`config.mk`:
```
export PLATFORM = sky130hd
export DESIGN_NAME = checkpoint_id_allocator
export DESIGN_NICKNAME = d
export VERILOG_FILES = /design/src/rtl/checkpoint_id_allocator_pkg.sv /design/src/rtl/checkpoint_id_allocator_free_list_fifo.sv /design/src/rtl/checkpoint_id_allocator.sv
export SDC_FILE = /design/constraint.sdc
export NUM_CORES = 1
export LEC_CHECK = 0
export ABC_AREA = 1
export BUFFER_PORTS_ARGS = -buffer_cell sky130_fd_sc_hd__buf_2
export CAP_MARGIN = 20
export CORE_MARGIN = 2
export CORE_UTILIZATION = 55
export DETAILED_ROUTE_END_ITERATION = 10
export PLACE_DENSITY = 0.74
export SLEW_MARGIN = 30
export SYNTH_ARGS = -nofsm -noshare
export SYNTH_HDL_FRONTEND = slang
export SYNTH_SLANG_ARGS = --single-unit
```
`constraint.sdc`:
```
create_clock -name clk -period 4.41 [get_ports clk]
set_clock_uncertainty 0.05 [all_clocks]
set_input_delay 0.882 -clock clk [delete_from_list [all_inputs] [get_ports clk]]
set_output_delay 0.882 -clock clk [all_outputs]
set_load 0.01 [all_outputs]
```
`src/rtl/checkpoint_id_allocator_pkg.sv`:
```
// Shared types and sizing for the checkpoint ID allocator and its neighbours.
`ifndef CHECKPOINT_ID_WIDTH
`define CHECKPOINT_ID_WIDTH 6
`endif

package checkpoint_id_allocator_pkg;

  localparam int CHECKPOINT_ID_W = `CHECKPOINT_ID_WIDTH;
  localparam int CHECKPOINT_NUM  = 1 << CHECKPOINT_ID_W;

  typedef logic [`CHECKPOINT_ID_WIDTH-1:0] checkpoint_id_t;

  // Commit-stage feedback; only enable and flush matter to the allocator.
  typedef struct packed {
    logic enable;
    logic flush;
  } commit_feedback_pack_t;

endpackage

```
`src/rtl/checkpoint_id_allocator_free_list_fifo.sv`:
```
// Circular free list of checkpoint IDs: one pop and up to two pushes per
// cycle. Reset and init both reload the identity list (every ID free).
module free_list_fifo
  import checkpoint_id_allocator_pkg::*;
#(
  parameter int DEPTH = CHECKPOINT_NUM,
  parameter int ID_W  = CHECKPOINT_ID_W
) (
  input  logic            clk,
  input  logic            rst,
  input  logic            init,
  input  logic            rd_en,
  input  logic            wr0_en,
  input  logic [ID_W-1:0] wr0_id,
  input  logic            wr1_en,
  input  logic [ID_W-1:0] wr1_id,
  output logic [ID_W-1:0] rd_id,
  output logic [ID_W:0]   count,
  output logic            empty,
  output logic            full
);

  localparam logic [ID_W:0] PTR_DEPTH = (ID_W+1)'(DEPTH);
  localparam logic [ID_W:0] PTR_ONE   = {{ID_W{1'b0}}, 1'b1};

  logic [ID_W-1:0] ram_r [DEPTH];
  logic [ID_W:0]   rd_ptr_r;
  logic [ID_W:0]   wr_ptr_r;
  logic [ID_W:0]   count_r;
  logic            empty_r;
  logic            full_r;

  logic [ID_W:0]   wr_ptr_inc_s;
  logic [ID_W-1:0] widx0_s;
  logic [ID_W-1:0] widx1_s;
  logic [ID_W:0]   rd_ptr_nxt_s;
  logic [ID_W:0]   wr_ptr_nxt_s;
  logic [ID_W:0]   count_nxt_s;

  // Write slots, next pointers and next occupancy; a lone second write
  // takes the slot at wr_ptr so the list stays dense.
  always_comb begin
    wr_ptr_inc_s = wr_ptr_r + PTR_ONE;
    widx0_s      = wr_ptr_r[ID_W-1:0];
    if (wr0_en) begin
      widx1_s = wr_ptr_inc_s[ID_W-1:0];
    end else begin
      widx1_s = wr_ptr_r[ID_W-1:0];
    end
    rd_ptr_nxt_s = rd_ptr_r + (ID_W+1)'(rd_en);
    wr_ptr_nxt_s = wr_ptr_r + (ID_W+1)'(wr0_en) + (ID_W+1)'(wr1_en);
    count_nxt_s  = wr_ptr_nxt_s - rd_ptr_nxt_s;
  end

  // Storage, pointers and registered status; init reloads the identity list.
  always_ff @(posedge clk) begin
    if (!rst || init) begin
      for (int i = 0; i < DEPTH; i++) begin
        ram_r[i] <= ID_W'(i);
      end
      rd_ptr_r <= {(ID_W+1){1'b0}};
      wr_ptr_r <= PTR_DEPTH;
      count_r  <= PTR_DEPTH;
      empty_r  <= 1'b0;
      full_r   <= 1'b1;
    end else begin
      if (wr0_en) begin
        ram_r[widx0_s] <= wr0_id;
      end
      if (wr1_en) begin
        ram_r[widx1_s] <= wr1_id;
      end
      rd_ptr_r <= rd_ptr_nxt_s;
      wr_ptr_r <= wr_ptr_nxt_s;
      count_r  <= count_nxt_s;
      empty_r  <= (count_nxt_s == {(ID_W+1){1'b0}});
      full_r   <= (count_nxt_s == PTR_DEPTH);
    end
  end

  assign rd_id = ram_r[rd_ptr_r[ID_W-1:0]];
  assign count = count_r;
  assign empty = empty_r;
  assign full  = full_r;

endmodule

```
`src/rtl/checkpoint_id_allocator.sv`:
```
// Checkpoint ID allocator: grants one free ID per cycle, reclaims IDs from
// branch resolution and commit, and returns everything on a commit flush.
module checkpoint_id_allocator
  import checkpoint_id_allocator_pkg::*;
#(
  parameter int DEPTH = CHECKPOINT_NUM,
  parameter int ID_W  = CHECKPOINT_ID_W
) (
  input  logic                  clk,
  input  logic                  rst,
  input  logic                  alloc_req,
  output logic                  alloc_grant,
  output logic [ID_W-1:0]       alloc_id,
  input  logic                  bru_free_valid,
  input  logic [ID_W-1:0]       bru_free_id,
  input  logic                  commit_free_valid,
  input  logic [ID_W-1:0]       commit_free_id,
  input  commit_feedback_pack_t commit_feedback_pack,
  output logic [ID_W:0]         free_count,
  output logic                  empty,
  output logic                  full,
  output logic                  double_free_err
);

  localparam logic [DEPTH-1:0] MASK_ZERO = {DEPTH{1'b0}};

  logic             flush_s;
  logic             grant_s;
  logic             bru_ok_s;
  logic             commit_ok_s;
  logic             err_set_s;
  logic [DEPTH-1:0] set_mask_s;
  logic [DEPTH-1:0] clr_mask_s;
  logic [DEPTH-1:0] in_use_nxt_s;

  logic [DEPTH-1:0] in_use_r;
  logic             err_r;

  logic [ID_W-1:0]  fifo_rd_id_s;
  logic [ID_W:0]    fifo_count_s;
  logic             fifo_empty_s;
  logic             fifo_full_s;

  // Grant and free validation. Frees are checked against the bitmap as it
  // stood before this cycle's allocation; BRU wins a same-ID tie with commit.
  always_comb begin
    flush_s     = commit_feedback_pack.enable & commit_feedback_pack.flush;
    grant_s     = alloc_req & ~fifo_empty_s & ~flush_s;
    bru_ok_s    = 1'b0;
    commit_ok_s = 1'b0;
    err_set_s   = 1'b0;
    if (flush_s) begin
      bru_ok_s    = 1'b0;
      commit_ok_s = 1'b0;
      err_set_s   = 1'b0;
    end else begin
      bru_ok_s    = bru_free_valid & in_use_r[bru_free_id];
      commit_ok_s = commit_free_valid & in_use_r[commit_free_id]
                    & ~(bru_ok_s & (bru_free_id == commit_free_id));
      err_set_s   = (bru_free_valid & ~bru_ok_s)
                    | (commit_free_valid & ~commit_ok_s);
    end
    set_mask_s   = {{(DEPTH-1){1'b0}}, grant_s} << fifo_rd_id_s;
    clr_mask_s   = ({{(DEPTH-1){1'b0}}, bru_ok_s} << bru_free_id)
                 | ({{(DEPTH-1){1'b0}}, commit_ok_s} << commit_free_id);
    in_use_nxt_s = (in_use_r | set_mask_s) & ~clr_mask_s;
  end

  // In-use bitmap; flush and reset both mark every ID free.
  always_ff @(posedge clk) begin
    if (!rst || flush_s) begin
      in_use_r <= MASK_ZERO;
    end else begin
      in_use_r <= in_use_nxt_s;
    end
  end

  // Sticky double-free flag; only reset clears it, flush leaves it alone.
  always_ff @(posedge clk) begin
    if (!rst) begin
      err_r <= 1'b0;
    end else if (err_set_s) begin
      err_r <= 1'b1;
    end else begin
      err_r <= err_r;
    end
  end

  free_list_fifo #(
    .DEPTH (DEPTH),
    .ID_W  (ID_W)
  ) u_free_list_fifo (
    .clk    (clk),
    .rst    (rst),
    .init   (flush_s),
    .rd_en  (grant_s),
    .wr0_en (bru_ok_s),
    .wr0_id (bru_free_id),
    .wr1_en (commit_ok_s),
    .wr1_id (commit_free_id),
    .rd_id  (fifo_rd_id_s),
    .count  (fifo_count_s),
    .empty  (fifo_empty_s),
    .full   (fifo_full_s)
  );

  assign alloc_grant     = grant_s;
  assign alloc_id        = fifo_rd_id_s;
  assign free_count      = fifo_count_s;
  assign empty           = fifo_empty_s;
  assign full            = fifo_full_s;
  assign double_free_err = err_r;

endmodule
```
==> flow_summary.json <==
{
  "status": "finished, final reports clean",
  "synth_top_family_by_area": "simple AND/OR/NAND/NOR gates",
  "cts_tree": "built",
  "ff2ff_path_depth": 26,
  "drt_pass1_iterations": 6,
  "synth_top_area_cell": "edfxtp_1",
  "place_ws_ps": -205,
  "cts_max_level": 2,
  "antenna_left": 0,
  "crit_buf_inv": 3,
  "syn_to_final_growth_pct": 10.9,
  "postCtsHoldBufs": 0,
  "multi_input_area_um2": 13600,
  "cp_slowest_cell": "dfxtp_4",
  "crit_arrival_ps": 3390,
  "root_buffer": "clkbuf_16",
  "cp_max_fo": 79,
  "gr-total-overflow": 0,
  "synthXorXnorAreaFrac_pct": 0.641,
  "synthAdderAreaFrac_pct": 0.620,
  "syn-num-nets": 4027,
  "design_area_um2": 31800,
  "hold_depth": 2,
  "synth_top_area_share_pct": 40.2,
  "cts_resized": 0,
  "critPathLaunchType": "register",
  "r2r_end": "u_free_list_fifo.full$_SDFF_PP1_",
  "worst_path_largest_cell_delay_ps": 740,
  "synth.area.top_cells": "edfxtp_1, nand2_1, dfxtp_1",
  "p_total_mw": 10.7,
  "ys.flop_type": "edfxtp_1",
  "nFillCells": 4705,
  "worstSetupPathType": "register to output port",
  "max_freq_mhz": 232,
  "dpl.hpwl_um": 68300,
  "die_h_um": 232,
  "synth_edf_count": 384,
  "grt_start_max_net_pins": 115,
  "synthMuxAreaShare_pct": 0,
  "n_antenna_cell": 0,
  "hold_end": "double_free_err$_SDFFE_PN0P_",
  "post_drt_wl_per_cell_um": 22.0,
  "reg2reg_from": "in_use_r[55]$_SDFF_PP0_",
  "route.detailed.drc": 0,
  "ir_drop_uv": 308,
  "cts_inserted_buffers": 51,
  "insertion_delay_ps": 640,
  "fin_crit_ps": 4320,
  "cap_violations": 0,
  "slew_viol_final": 0,
  "drive_above_1_share_pct": 9.68,
  "initial_core_util_pct": 55.8,
  "core_um2": 51400,
  "synthCells": 3995,
  "endpoint_kind": "output port",
  "io_buffers": 35,
  "dp.cells": 4626,
  "finalSetupTns_ps": 0,
  "yosys_warnings": 0,
  "synthSimpleGateAreaFrac_pct": 38.3,
  "row_count": 83,
  "synth.distinct_cells": 39,
  "cts.clk_slew.worst_paths_ps": 60,
  "worst-r2r-setup-slack_ps": 590,
  "vias": 28655,
  "yosysMostFrequentCell": "nand2_1",
  "cp_cell_sequence": "inv_6 > buf_12 > nand2_1 > nand2_1 > a211oi_1 > nand2_1 > nand3_1 > nand2_1 > nand2_1 > nand2_1 > buf_2",
  "worst_slack_ps": 90.4,
  "hold_viol": 0,
  "antenna_found_initial": 0,
  "cts_buffer_depth": 3,
  "setup_viol": 0,
  "drtIter0Drc": 4161,
  "grt.total_usage_pct": 38.1,
  "p_per_area_nw_per_um2": 337,
  "routed_wl_um": 104000,
  "rsz0062_at_grt": "no",
  "synth_commonest_cells": "nand2_1, nor2_1, edfxtp_1, nand3_1, nand4_1",
  "place.gp.congestion": 0.973,
  "required_ps": 3480,
  "cts_setup_buffers": 0,
  "grt_pass1_wl_um": 155000,
  "hold_class": "register to register",
  "place_area_um2": 30200,
  "slew_headroom_pct": 29.8,
  "seq_area_frac_synth_pct": 46.4,
  "grt_pass1_vias": 26154,
  "cp_common_cell": "nand2_1",
  "ys_seq_elements": 472,
  "period_share_pct": 97.9,
  "die_area_um2": 54000,
  "seqCellArea_um2": 13300,
  "cp_top_family": "simple AND/OR/NAND/NOR gates",
  "vias_per_cell": 6.07,
  "avgSynthCellArea_um2": 7.18,
  "clkSinkCount": 472,
  "tightestPinTransition_ps": 1050,
  "pin_count": 36,
  "final_cells": 4719,
  "async_flop_share_pct": 0,
  "fin_nets": 4032,
  "p_leak_nw": 12.0,
  "hp-start": "double_free_err$_SDFFE_PN0P_",
  "die_x_um": 232,
  "synth-compound-area-share_pct": 7.84,
  "synth_area_um2": 28700
}
==> power breakdown <==
part	switching [mW]	total (mW)	internal, mW
Sequential	0.0560	4.97	4.92
Combinational	1.12	1.46	0.343
Clock	1.86	4.27	2.41
Total	3.03	10.7	7.67
==> area by class of cell <==
class | count | area share [%]
multi-input combinational | 3075 | 42.8
sequential | 472 | 41.8
timing repair buffer | 222 | 5.54
clock buffer | 73 | 4.59
tap | 680 | 2.67
inverter | 178 | 2.12
clock inverter | 19 | 0.500
==> registers in the layout, summed over array words and instances (netlist names) <==
name and count:
u_free_list_fifo.empty 1, u_free_list_fifo.full 1, in_use_r 64, u_free_list_fifo.rd_ptr_r 7, u_free_list_fifo.count 7, u_free_list_fifo.wr_ptr_r 7, double_free_err 1, u_free_list_fifo.ram_r 384
==> stage by stage <==
step                      hold WS [ps]  util [%]
final                              455      61.9
after global routing               465      61.9
after CTS                          455      61.9
after detailed placement           439      58.7
after global placement             425      58.7
after floorplan                    423         -
==> worst register-to-register path: cells and delay by family (launching register included) <==
family | cells | cell delay, ps
xor+xnor | 1 | 150
fa+ha+maj | 3 | 630
compound gates | 5 | 700
buf+inv | 3 | 170
simple gates | 14 | 1600
flops | 1 | 430
==> cell families (layout without fill, tap and decap cells) <==
| family | count (synthesis) | in the layout |
|---|---|---|
| XOR/XNOR | 21 | 21 |
| adder cells (fa/ha/maj) | 13 | 13 |
| buffers and inverters | 449 | 492 |
| AND/OR/NAND/NOR | 2616 | 2617 |
| flip-flops | 472 | 472 |
| AO/OA/AOI/OAI | 424 | 424 |
==> placed cells by master, fill, tap and decap left out, types with 75 or more instances in the layout <==
master	n
nand2_1	1602
nor2_1	465
edfxtp_1	384
nand3_1	285
buf_4	182
nand4_1	175
o21ai_0	162
inv_1	145
a21oi_1	125
dfxtp_1	86
o21ai_1	75
==> per-layer routing <==
metal  GRT usage, %  part of all wire [%]  vias up
met1           52.3                    38    12994
li1               -                     -    13226
met5              0                     0        -
met2           57.7                    43     2060
met4           18.0                   5.2        0
met3           7.96                    13      375
==> worst max path at each step <==
stage                                       startpoint  slack (ps)                               end  depth (start not counted)
2_1_floorplan                        commit_free_id[0]         100  u_free_list_fifo.full$_SDFF_PP1_                         28
3_3_place_gp                         commit_free_id[0]         -90  u_free_list_fifo.full$_SDFF_PP1_                         28
3_5_place_dp                         commit_free_id[0]        -210  u_free_list_fifo.full$_SDFF_PP1_                         28
4_1_cts        u_free_list_fifo.rd_ptr_r[2]$_SDFF_PP0_          80                       alloc_id[2]                         10
5_1_grt        u_free_list_fifo.rd_ptr_r[0]$_SDFF_PP0_          20                       alloc_id[5]                         11
6_report       u_free_list_fifo.rd_ptr_r[0]$_SDFF_PP0_          90                       alloc_id[5]                         11
No activity file was read; power rests on OpenSTA's default activity.
